<file path="config.mk">
export PLATFORM = sky130hd
export DESIGN_NAME = inst_fetch_unit
export DESIGN_NICKNAME = d
export VERILOG_FILES = /design/src/rtl/inst_fetch_unit.sv
export SDC_FILE = /design/constraint.sdc
export NUM_CORES = 1
export LEC_CHECK = 0
export CELL_PAD_IN_SITES_DETAIL_PLACEMENT = 1
export CELL_PAD_IN_SITES_GLOBAL_PLACEMENT = 2
export CORE_ASPECT_RATIO = 1.2
export CORE_MARGIN = 1.5
export CORE_UTILIZATION = 43
export CTS_CLUSTER_SIZE = 10
export DETAILED_ROUTE_END_ITERATION = 12
export PLACE_DENSITY_LB_ADDON = 0.1
export SLEW_MARGIN = 25
export SYNTH_ARGS = -nofsm -noshare
export SYNTH_HDL_FRONTEND = slang
export SYNTH_SLANG_ARGS = --single-unit
</file>
<file path="constraint.sdc">
create_clock -name clk -period 5.73 [get_ports clk]
set_clock_uncertainty 0.1 [all_clocks]
set_input_delay 1.719 -clock clk [delete_from_list [all_inputs] [get_ports clk]]
set_output_delay 1.719 -clock clk [all_outputs]
set_load 0.05 [all_outputs]
</file>
<file path="src/rtl/inst_fetch_unit.sv">
// rtl/inst_fetch_unit.sv - RV64 instruction fetch with credit-limited requests and redirect flush
//
// Sequential fetch PC generator feeding a pipelined instruction memory. Returned
// words are queued with their PCs in an in-order FIFO and presented to decode.
// Ports:
//   clk, rstn                       clock, asynchronous active-low reset
//   redirect_valid, redirect_pc     taken branch/jump: flush and restart fetch
//   imem_req_valid/ready/addr       request channel to instruction memory
//   imem_resp_valid/data            in-order response channel (never stalls)
//   inst_valid/ready, inst, inst_pc FIFO head to decode

module inst_fetch_unit #(
    parameter int          DEPTH    = 4,
    parameter logic [63:0] PC_RESET = 64'h0
) (
    input  logic        clk,
    input  logic        rstn,
    input  logic        redirect_valid,
    input  logic [63:0] redirect_pc,
    output logic        imem_req_valid,
    input  logic        imem_req_ready,
    output logic [63:0] imem_req_addr,
    input  logic        imem_resp_valid,
    input  logic [31:0] imem_resp_data,
    output logic        inst_valid,
    input  logic        inst_ready,
    output logic [31:0] inst,
    output logic [63:0] inst_pc
);
    localparam int CW = $clog2(DEPTH + 1);
    localparam int AW = $clog2(DEPTH);

    typedef enum logic {
        RUN   = 1'b0,
        FLUSH = 1'b1
    } state_t;

    state_t        state, state_next;
    logic [CW-1:0] outstanding, occ, drop_cnt, drop_next;
    logic [63:0]   fetch_pc;
    logic [AW-1:0] wr_ptr, rd_ptr, pc_wr_ptr, pc_rd_ptr;
    logic [31:0]   data_mem    [DEPTH];
    logic [63:0]   inst_pc_mem [DEPTH];
    logic [63:0]   req_pc_mem  [DEPTH];
    logic          accept, resp_live, pop;
    logic [CW:0]   credit_used;

    // Every accepted request reserves a FIFO slot, so responses can never overflow.
    assign credit_used    = {1'b0, outstanding} + {1'b0, occ};
    assign imem_req_valid = rstn && (state == RUN) && !redirect_valid
                            && (credit_used < (CW+1)'(DEPTH));
    assign imem_req_addr  = fetch_pc;
    assign accept         = imem_req_valid && imem_req_ready;

    // A response in a redirect cycle, or while stale ones remain, is discarded.
    assign resp_live  = imem_resp_valid && !redirect_valid && (drop_cnt == '0);
    assign inst_valid = (occ != '0);
    assign pop        = inst_valid && inst_ready && !redirect_valid;
    assign inst       = inst_valid ? data_mem[rd_ptr]    : '0;
    assign inst_pc    = inst_valid ? inst_pc_mem[rd_ptr] : '0;

    always_ff @(posedge clk or negedge rstn) begin
        if (!rstn) begin
            state    <= RUN;
            drop_cnt <= '0;
        end else begin
            state    <= state_next;
            drop_cnt <= drop_next;
        end
    end

    // outstanding only counts live requests; on redirect they all move into
    // drop_cnt, so stale responses are accounted for there and nowhere else.
    always_comb begin
        state_next = state;
        drop_next  = drop_cnt;
        if (redirect_valid) begin
            drop_next  = drop_cnt + outstanding - CW'(imem_resp_valid);
            state_next = (drop_next != '0) ? FLUSH : RUN;
        end else if (imem_resp_valid && (drop_cnt != '0)) begin
            drop_next = drop_cnt - CW'(1);
            if (drop_next == '0) begin
                state_next = RUN;
            end
        end
    end

    always_ff @(posedge clk or negedge rstn) begin
        if (!rstn) begin
            fetch_pc    <= PC_RESET;
            outstanding <= '0;
            occ         <= '0;
            wr_ptr      <= '0;
            rd_ptr      <= '0;
            pc_wr_ptr   <= '0;
            pc_rd_ptr   <= '0;
        end else if (redirect_valid) begin
            fetch_pc    <= {redirect_pc[63:2], 2'b00};
            outstanding <= '0;
            occ         <= '0;
            wr_ptr      <= '0;
            rd_ptr      <= '0;
            pc_wr_ptr   <= '0;
            pc_rd_ptr   <= '0;
        end else begin
            if (accept) begin
                fetch_pc  <= fetch_pc + 64'd4;
                pc_wr_ptr <= pc_wr_ptr + AW'(1);
            end
            if (resp_live) begin
                wr_ptr    <= wr_ptr + AW'(1);
                pc_rd_ptr <= pc_rd_ptr + AW'(1);
            end
            if (pop) begin
                rd_ptr <= rd_ptr + AW'(1);
            end
            outstanding <= outstanding + CW'(accept) - CW'(resp_live);
            occ         <= occ + CW'(resp_live) - CW'(pop);
        end
    end

    // Storage needs no reset: nothing is read before it is written.
    // Responses arrive at least a cycle after acceptance, so the PC slot read
    // here was written in an earlier cycle.
    always_ff @(posedge clk) begin
        if (accept) begin
            req_pc_mem[pc_wr_ptr] <= fetch_pc;
        end
        if (resp_live) begin
            data_mem[wr_ptr]    <= imem_resp_data;
            inst_pc_mem[wr_ptr] <= req_pc_mem[pc_rd_ptr];
        end
    end

endmodule

</file>
==> key figures, run 1 <==
Status
  – Outcome: completed

STA
  – Final min period: 5010 ps
  – RSZ-0062 raised after global routing: false
  – FMAX: 0.199 GHz
  – TNS Setup: 0 ps
  – Worst hold margin: 463 ps
  – Slew Limit Fails: 0
  – Final Cycle Share: 0.875
  – Measured slew at the worst slew-check pin: 981 ps
  – Setup-failing EPs final: 0
  – Final hold violation count: 0
  – Slew headroom: 0.340

Floorplanning
  – Die H: 285 um
  – Initial core utilization: 0.435
  – Full die area: 0.0680 sq mm
  – I/O pins: 264
  – Chip Width: 238 um
  – Cell row count: 103
  – Core area: 0.0657 sq mm

Setup path
  – Worst Setup End Kind: output pin
  – Startpoint types: flop
  – Critical path fanouts, max: 19
  – WP data required: 3910 ps
  – Data arrival time of the worst path: 3200 ps
  – Crit Path Category: reg2out

Clock network
  – # clock sinks: 704
  – Worst-Skew Late Latency: 620 ps
  – Post-CTS Hold Buffers: 0
  – TritonCTS clock tree: built
  – Clock transition at path regs: 60 ps
  – CTS root buf: clkbuf_16
  – CTS buffer count: 81
  – H-tree depth: 3
  – Setup Fix Bufs, Post-CTS: 0
  – Post_cts resized: 0
  – CTS Buffer Depth: 3

Route
  – First DRT Iteration DRCs: 859
  – Via count: 15700
  – Post-route ant nets: 0
  – First-pass DRT Iterations: 5
  – DRC viols: 0
  – Wire per inst: 26.3 um
  – WL final: 72.9 mm
  – Post-DR vias/cell: 5.64

Cells and area
  – Area Overhead vs Synth: 21.2%
  – Share of post-route cells with drive strength above 1: 0.162
  – Footprint of the multi-input gates: 0.00738 sq mm
  – Final cell count without fillers: 2777
  – Filler Cell Count: 6074
  – Final core occ: 0.527
  – Diode count: 0
  – Register area: 0.0208 sq mm
  – Nets: 2008

Power
  – Clock power frac: 0.307
  – Sequential share of power: 0.404
  – Comb power frac: 0.289
  – Int Pwr: 10.2 mW
  – Peak VDD IR: 0.289 mV
  – Leakage power: 11.3 nW
  – Pwr/cell area: 440 mW/mm^2
  – Switch share: 0.330
  – P_sw: 5.03 mW
  – Total power: 15.3 mW

Synthesis
  – Post-Syn Area per Cell: 18.0 sq um
  – Post-synthesis cell type count: 60
  – Cell taking the most area after synthesis: edfxtp_1
  – Synth Flop Type: edfxtp_1
  – #FFs+latches synth: 704
  – Top-area cell type share of the netlist area: 0.655
  – EDFF count, synth: 624
  – Sequential area share after synthesis: 0.726
  – Post-Syn Area: 0.0286 sq mm
  – Async S/R FF share, synth: 0.114
  – Most frequent cell after synthesis: edfxtp_1
  – Warnings from Yosys: 0
  – Most frequent cells after synthesis: 624 x edfxtp_1, 156 x mux4_2, 120 x and2_1, 89 x nand2_1, 80 x dfrtp_1
  – Ranking of synthesized cells by area: edfxtp_1 66%, mux4_2 12%, dfrtp_1 7.0%
  – Post-synthesis cell count: 1592

Min path
  – Worst min path class: reg2reg

Flow run
  – Max Cap Violations: 0

Global routing
  – M2 GR Usage: 0.368
  – Initial antenna violation count: 1
  – First-pass GRT wire length: 109 mm
  – Vias in the first global route: 16900
  – Global route hottest layer: met2
  – Largest net degree at the start of global routing: 64
  – GRT Total Usage: 0.217
  – GRT Residual Overflow: 0
  – Grt met1 use: 0.288
  – Met3 Use GR: 0.0352

Placement
  – Cells after DPL: 2639
  – HPWL after DPL: 45.8 mm
  – Gpl congestion: 0.774
  – Port buffer count: 257
[cell type report]
type                            instances  area share
Sequential cell                       704       0.599
Multi-Input combinational cell        763       0.213
Timing Repair Buffer                  297      0.0859
Clock buffer                          129      0.0655
Tap cell                              840      0.0303
Inverter                               35     0.00379
Clock inverter                          9     0.00249
[path summary, 6_finish.rpt]
kind	start	slack, ps	end	depth (start not counted)
max	rd_ptr[0]$_DFFE_PN0P_	720	inst_pc[53]	4
min	state$_DFFE_PN0P_	460	state$_DFFE_PN0P_	2
max reg2reg	imem_req_addr[2]$_DFFE_PN0N_	2250	imem_req_addr[58]$_DFFE_PN0N_	6
min reg2reg	state$_DFFE_PN0P_	460	state$_DFFE_PN0P_	2
max in group asynchronous	rstn	3300	pc_rd_ptr[0]$_DFFE_PN0P_	2
min in group asynchronous	rstn	880	imem_req_addr[53]$_DFFE_PN0N_	1
[logic make-up (layout without fill, tap and decap cells)]
| family | after synthesis | count (layout) | share of synthesized area |
|---|---|---|---|
| buf+inv | 128 | 470 | 0.0176 |
| xor+xnor | 19 | 19 | 0.00582 |
| other cells | 1 | 4 | 0.000131 |
| flops | 704 | 704 | 0.726 |
| simple gates | 418 | 418 | 0.0802 |
| mux | 176 | 176 | 0.130 |
| compound gates | 122 | 122 | 0.0294 |
| fa+ha+maj | 24 | 24 | 0.0113 |
[layout by cell type (no fill, tap or decap), types with 12 or more instances in the layout]
| master | n |
|---|---|
| a21oi_1 | 18 |
| and2_1 | 112 |
| and3_1 | 12 |
| buf_4 | 33 |
| clkbuf_1 | 45 |
| clkbuf_16 | 84 |
| clkdlybuf4s50_1 | 254 |
| dfrtp_1 | 76 |
| edfxtp_1 | 624 |
| ha_1 | 21 |
| inv_1 | 34 |
| mux2i_1 | 18 |
| mux4_2 | 156 |
| nand2_1 | 89 |
| nand3_1 | 36 |
| nand4_1 | 34 |
| nor2_1 | 41 |
| nor3_1 | 19 |
| nor4_1 | 15 |
| o211ai_1 | 13 |
| o21ai_0 | 31 |
| or4_1 | 14 |
| xnor2_1 | 12 |
[routing by layer]
layer  share of wire  wire length (um)
met3           0.045              3290
met5               0                 0
met4           0.025              1790
met1            0.42             30800
met2            0.51             37000
[power groups by stage]
stage / registers [mW] / logic (mW) / clock network, mW
2_1_floorplan: 6.27 / 2.89 / 0
3_3_place_gp: 6.25 / 4.45 / 0
3_5_place_dp: 6.27 / 4.50 / 0
4_1_cts: 6.17 / 4.51 / 4.82
5_1_grt: 6.20 / 4.67 / 4.98
6_report: 6.16 / 4.41 / 4.69
[per-stage QoR]
stage / cell area, sq um / setup slack (ps)
3_3_place_gp: 32300 / 1080
3_5_place_dp: 32300 / 1040
4_1_cts: 34700 / 611
5_1_grt: 34700 / 565
6_report: 34700 / 715
2_1_floorplan: 28600 / 525
[registers in the layout, summed over array words and instances, names as in the netlist]
| signal | flops |
|---|---|
| inst_pc_mem | 248 |
| req_pc_mem | 248 |
| data_mem | 128 |
| imem_req_addr | 62 |
| drop_cnt | 3 |
| occ | 3 |
| outstanding | 3 |
| pc_rd_ptr | 2 |
| pc_wr_ptr | 2 |
| rd_ptr | 2 |
| wr_ptr | 2 |
| state | 1 |
[worst max-delay path, cell delays in order (launching register included)]
cell	delay, ps
dfrtp_4	630
buf_4	450
mux4_2	590
and2_1	170
clkdlybuf4s50_1	690
(Power assumes the default switching activity.)
==> run 2: changes to the inputs <==
--- a/config.mk
+++ b/config.mk
@@ -5,11 +5,11 @@
 export SDC_FILE = /design/constraint.sdc
 export NUM_CORES = 1
 export LEC_CHECK = 0
-export CELL_PAD_IN_SITES_DETAIL_PLACEMENT = 1
-export CELL_PAD_IN_SITES_GLOBAL_PLACEMENT = 2
+export CELL_PAD_IN_SITES_DETAIL_PLACEMENT = 0
+export CELL_PAD_IN_SITES_GLOBAL_PLACEMENT = 1
 export CORE_ASPECT_RATIO = 1.2
 export CORE_MARGIN = 1.5
-export CORE_UTILIZATION = 43
+export CORE_UTILIZATION = 38
 export CTS_CLUSTER_SIZE = 10
 export DETAILED_ROUTE_END_ITERATION = 12
 export PLACE_DENSITY_LB_ADDON = 0.1
==> key figures, run 2 (synthesized netlist as in run 1, its figures left out) <==
Placement
  – Gpl congestion: 0.762 (-1.5%)
  – HPWL after DPL: 45.9 mm (+0.25%)
  – Placed Instance Area: 0.0326 sq mm (+1.0%)
  – Port buffer count: 257 (unchanged)

Clock network
  – CTS Buffer Depth: 3 (unchanged)
  – Clock transition at path regs: 60 ps (about the same)
  – Post_cts resized: 0 (unchanged)
  – H-tree depth: 3 (unchanged)
  – TritonCTS clock tree: built
  – # clock sinks: 704 (unchanged)
  – Worst-Skew Late Latency: 620 ps (about the same)
  – Post-CTS Hold Buffers: 0 (unchanged)
  – CTS root buf: clkbuf_16
  – Setup Fix Bufs, Post-CTS: 0 (unchanged)
  – CTS buffer count: 81 (unchanged)

Power
  – Leakage power: 11.3 nW (+0.16%)
  – Total power: 15.2 mW (-0.11%)
  – Peak VDD IR: 0.213 mV (-26%)
  – Pwr/cell area: 437 mW/mm^2 (-0.86%)

Setup path
  – Worst Setup End Kind: output pin
  – Startpoint types: flop
  – Reg2reg start: imem_req_addr[2]$_DFFE_PN0N_
  – Critical path fanouts, max: 18 (-1)
  – Setup crit end: inst_pc[33]
  – Crit Path Category: reg2out
  – WP data required: 3910 ps (about the same)
  – Worst R2R Path Depth: 6 (unchanged)
  – Worst reg2reg setup slack: 2310 ps (+60 ps)
  – Setup crit start: rd_ptr[0]$_DFFE_PN0P_
  – Data arrival time of the worst path: 3260 ps (+60 ps)
  – Reg2reg end: imem_req_addr[58]$_DFFE_PN0N_

Floorplanning
  – Initial core utilization: 0.383 (-0.0524)
  – Cell row count: 110 (+6.8%)
  – Full die area: 0.0769 sq mm (+13%)
  – Core area: 0.0747 sq mm (+14%)
  – I/O pins: 264 (unchanged)
  – Chip Width: 253 um (+6.3%)
  – Die H: 303 um (+6.3%)

Global routing
  – GRT Residual Overflow: 0 (unchanged)
  – Largest net degree at the start of global routing: 59 (-7.8%)
  – Vias in the first global route: 16300 (-3.8%)
  – Initial antenna violation count: 2 (+1)
  – First-pass GRT wire length: 109 mm (-0.59%)
  – GRT Total Usage: 0.195 (-0.0226)

Cells and area
  – Top flop regs: inst_pc_mem: 248 flops, req_pc_mem: 248 flops, data_mem: 128 flops
  – Nets: 2009 (+0.050%)
  – Register area: 0.0208 sq mm (about the same)
  – Filler Cell Count: 6456 (+6.3%)
  – Footprint of the multi-input gates: 0.00740 sq mm (+0.25%)
  – Area Overhead vs Synth: 22.1%
  – Commonest non-fill, non-tap cell in the layout: edfxtp_1
  – Final Instance Area: 0.0349 sq mm (+0.76%)
  – Leading cell types in the layout, fill and taps excluded: 624 x edfxtp_1, 254 x clkdlybuf4s50_1, 156 x mux4_2, 112 x and2_1, 89 x nand2_1
  – Share of post-route cells with drive strength above 1: 0.164 (+0.00231)

STA
  – FMAX: 0.197 GHz (-1.2%)
  – RSZ-0062 raised after global routing: false
  – Final min period: 5080 ps (+62.4 ps)
  – Slew Limit Fails: 0 (unchanged)
  – Slew headroom: 0.364 (+0.0242)
  – Final Cycle Share: 0.886 (+0.0109)
  – TNS Setup: 0 ps (unchanged)
  – Setup-failing EPs final: 0 (unchanged)
  – Measured slew at the worst slew-check pin: 951 ps (-29.5 ps)
  – Worst hold margin: 382 ps (-80.9 ps)
  – Final hold violation count: 0 (unchanged)

Route
  – Via count: 15500 (-0.84%)
  – Met2 routed WL: 37.6 mm (+1.7%)
  – M1 WL: 31.4 mm (+1.8%)
  – First-pass DRT Iterations: 6 (+1)
  – DRC viols: 0 (unchanged)
  – Max layer used: met5
  – Wire per inst: 25.2 um (-4.0%)
  – Detail Route met3 WL: 3.82 mm (+16%)
  – Post-DR vias/cell: 5.28 (-6.2%)
  – Post-route ant nets: 0 (unchanged)
  – WL final: 74.1 mm (+1.6%)
  – First DRT Iteration DRCs: 973 (+13%)

Min path
  – Min-delay src: imem_req_addr[34]$_DFFE_PN0N_
  – Worst min path class: reg2reg

Flow run
  – Max Cap Violations: 0 (unchanged)

Status
  – Outcome: completed
[run 2: critical path, stage by stage, from the launching register on]
cell             delay (ps)
dfrtp_4                 710
buf_4                   380
mux4_2                  550
and2_1                  250
clkdlybuf4s50_1         730
[run 2: worst min-delay path by stage]
| stage | end | slack [ps] | depth (start not counted) |
|---|---|---|---|
| after global routing | req_pc_mem[0][34]$_DFFE_PP_ | 390 | 0 |
| after floorplan | state$_DFFE_PN0P_ | 420 | 2 |
| final | req_pc_mem[0][34]$_DFFE_PP_ | 380 | 0 |
| after global placement | req_pc_mem[0][34]$_DFFE_PP_ | 380 | 0 |
| after detailed placement | req_pc_mem[0][34]$_DFFE_PP_ | 370 | 0 |
| after CTS | req_pc_mem[0][34]$_DFFE_PP_ | 380 | 0 |
[run 2: layout make-up]
class / count / share of cell area
Timing Repair Buffer: 298 / 0.0879
Tap cell: 1008 / 0.0361
Antenna cell: 1 / 0.0000717
Multi-Input combinational cell: 763 / 0.212
Inverter: 35 / 0.00376
Clock buffer: 121 / 0.0635
Sequential cell: 704 / 0.594
Clock inverter: 7 / 0.00215
[run 2: stage by stage]
step	utilization	setup slack, ps	cells
2_1_floorplan	-	525	1595
3_3_place_gp	0.436	1190	2807
3_5_place_dp	0.436	1160	2808
4_1_cts	0.467	512	2936
5_1_grt	0.467	486	2936
6_report	0.467	653	2937
[run 2: routing by layer]
layer | up-vias | track usage
li1 | 6915 | -
met1 | 8117 | 0.253
met2 | 394 | 0.338
met3 | 90 | 0.0366
met4 | 2 | 0.0458
met5 | - | 0
[run 2: where the power goes]
| part | total [mW] | switching (mW) | internal, mW |
|---|---|---|---|
| clock network | 4.62 | 1.96 | 2.66 |
| registers | 6.17 | 0.310 | 5.86 |
| logic | 4.46 | 2.79 | 1.66 |
==> run 3: changes to the inputs <==
--- a/config.mk
+++ b/config.mk
@@ -10,7 +10,7 @@
 export CORE_ASPECT_RATIO = 1.2
 export CORE_MARGIN = 1.5
 export CORE_UTILIZATION = 38
-export CTS_CLUSTER_SIZE = 10
+export CTS_CLUSTER_SIZE = 30
 export DETAILED_ROUTE_END_ITERATION = 12
 export PLACE_DENSITY_LB_ADDON = 0.1
 export SLEW_MARGIN = 25
==> key figures, run 3 (synthesized netlist as in run 1, its figures left out) <==
Route
  – Post-DR vias/cell: 5.30 (+0.29%)
  – Via count: 15600 (+0.29%)
  – Post-route ant nets: 0 (unchanged)
  – DRC viols: 0 (unchanged)
  – First DRT Iteration DRCs: 1001 (+2.9%)
  – WL final: 74.1 mm (about the same)
  – First-pass DRT Iterations: 5 (-1)
  – Wire per inst: 25.2 um (about the same)

Clock network
  – Post-CTS Hold Buffers: 0 (unchanged)
  – TritonCTS clock tree: built
  – Clock transition at path regs: 60 ps (about the same)
  – Worst-Skew Late Latency: 620 ps (about the same)
  – CTS Buffer Depth: 3 (unchanged)
  – CTS root buf: clkbuf_16
  – CTS buffer count: 72 (-11%)
  – H-tree depth: 3 (unchanged)
  – Setup Fix Bufs, Post-CTS: 0 (unchanged)
  – # clock sinks: 704 (unchanged)
  – Post_cts resized: 0 (unchanged)

STA
  – Setup-failing EPs final: 0 (unchanged)
  – Worst hold margin: 397 ps (+14.7 ps)
  – Slew headroom: 0.347 (-0.0168)
  – TNS Setup: 0 ps (unchanged)
  – Final min period: 5080 ps (-0.868 ps)
  – FMAX: 0.197 GHz (about the same)
  – Final Cycle Share: 0.886 (about the same)
  – Final hold violation count: 0 (unchanged)
  – RSZ-0062 raised after global routing: false
  – Slew Limit Fails: 0 (unchanged)
  – Fin worst setup slack: 654 ps (+0.868 ps)
  – Measured slew at the worst slew-check pin: 976 ps (+25.1 ps)

Placement
  – HPWL after DPL: 45.9 mm (unchanged)
  – Pre-CTS WS: 1160 ps (unchanged)
  – Port buffer count: 257 (unchanged)
  – Gpl congestion: 0.762 (unchanged)

Cells and area
  – Top flop regs: inst_pc_mem: 248 flops, req_pc_mem: 248 flops, data_mem: 128 flops
  – Commonest non-fill, non-tap cell in the layout: edfxtp_1
  – Filler Cell Count: 6456 (unchanged)
  – Nets: 2000 (-0.45%)
  – Diode count: 0 (-1)
  – Area Overhead vs Synth: 22.0% (about the same)
  – Share of post-route cells with drive strength above 1: 0.166 (+0.00251)
  – Leading cell types in the layout, fill and taps excluded: 624 x edfxtp_1, 254 x clkdlybuf4s50_1, 156 x mux4_2, 112 x and2_1, 89 x nand2_1

Floorplanning
  – Cell row count: 110 (unchanged)
  – Die H: 303 um (unchanged)
  – I/O pins: 264 (unchanged)
  – Full die area: 0.0769 sq mm (unchanged)
  – Initial core utilization: 0.383 (unchanged)
  – Chip Width: 253 um (unchanged)
  – Core area: 0.0747 sq mm (unchanged)

Power
  – Peak VDD IR: 0.211 mV (-0.73%)
  – Leakage power: 11.3 nW (about the same)
  – Total power: 15.2 mW (-0.25%)
  – Pwr/cell area: 436 mW/mm^2 (-0.18%)

Global routing
  – Initial antenna violation count: 3 (+1)
  – GRT Residual Overflow: 0 (unchanged)
  – First-pass GRT wire length: 108 mm (-0.27%)
  – Largest net degree at the start of global routing: 59 (unchanged)
  – Vias in the first global route: 16200 (-0.42%)
  – GRT Total Usage: 0.194 (-0.000548)

Setup path
  – CP max stage delay: 730 ps (about the same)
  – Critical path fanouts, max: 18 (unchanged)
  – Data arrival time of the worst path: 3260 ps (about the same)
  – Reg2reg start: imem_req_addr[2]$_DFFE_PN0N_
  – WP data required: 3910 ps (about the same)
  – CP Cell Sequence: buf_4 -> mux4_2 -> and2_1 -> clkdlybuf4s50_1
  – Setup crit start: rd_ptr[0]$_DFFE_PN0P_
  – Worst Setup End Kind: output pin
  – CP max-delay cell: clkdlybuf4s50_1
  – Crit Path Category: reg2out
  – Startpoint types: flop
  – Worst path bufs/invs: 2 (unchanged)
  – Critical path's top delay family: buffers and inverters

Min path
  – Worst min path class: reg2reg
  – Min-delay src: imem_req_addr[34]$_DFFE_PN0N_

Status
  – Outcome: completed

Flow run
  – Max Cap Violations: 0 (unchanged)
==> run 3: cell count changes in the layout (fill, tap and decap cells not counted), sizes merged <==
cell / before / now
bufinv: 0 / 5
diode: 1 / 0
clkinv: 2 / 21
clkbuf: 121 / 98
==> run 3: path summary, 6_finish.rpt <==
| check | cells after the start | slack (ps) | end |
|---|---|---|---|
| setup / recovery | 4 | 650 | inst_pc[33] |
| hold / removal | 0 | 400 | req_pc_mem[0][34]$_DFFE_PP_ |
| setup reg to reg | 6 | 2310 | imem_req_addr[58]$_DFFE_PN0N_ |
| hold reg to reg | 0 | 400 | req_pc_mem[0][34]$_DFFE_PP_ |
| max in group asynchronous | 3 | 3240 | rd_ptr[0]$_DFFE_PN0P_ |
| min in group asynchronous | 2 | 1130 | imem_req_addr[56]$_DFFE_PN0N_ |
==> run 3: power by group <==
part | switching [mW] | leakage, nW | internal (mW)
Clock | 1.95 | 1.11 | 2.62
Combinational | 2.79 | 3.60 | 1.66
Sequential | 0.310 | 6.61 | 5.86
Total | 5.06 | 11.3 | 10.1
==> run 3: layout make-up <==
class,instances,area [sq um],area share
Clock buffer,98,1950,0.0559
Timing Repair Buffer,298,3070,0.0879
Tap cell,1008,1260,0.0362
Inverter,35,131,0.00377
Clock inverter,31,319,0.00915
Sequential cell,704,20800,0.595
Multi-Input combinational cell,763,7400,0.212
==> run 3: stage by stage <==
step,area (sq um),util,instances
floorplan,28600,-,1595
CTS,34900,0.467,2937
finish,34900,0.467,2937
detailed placement,32600,0.436,2808
global placement,32600,0.436,2807
global route,34900,0.467,2937
==> run 3: routing by layer <==
layer,GRT usage,share of wire,vias up
met3,0.0331,0.048,99
met1,0.254,0.42,8175
li1,-,-,6904
met4,0.0441,0.016,4
met2,0.339,0.51,381
met5,0,0.00032,-
==> run 3: worst register-to-register path, cell delays in order (launching register included) <==
cell and delay [ps]:
dfrtp_1 580, ha_1 280, nand4_1 240, or4_1 810, or4_4 750, or4_1 510, nand3_1 90
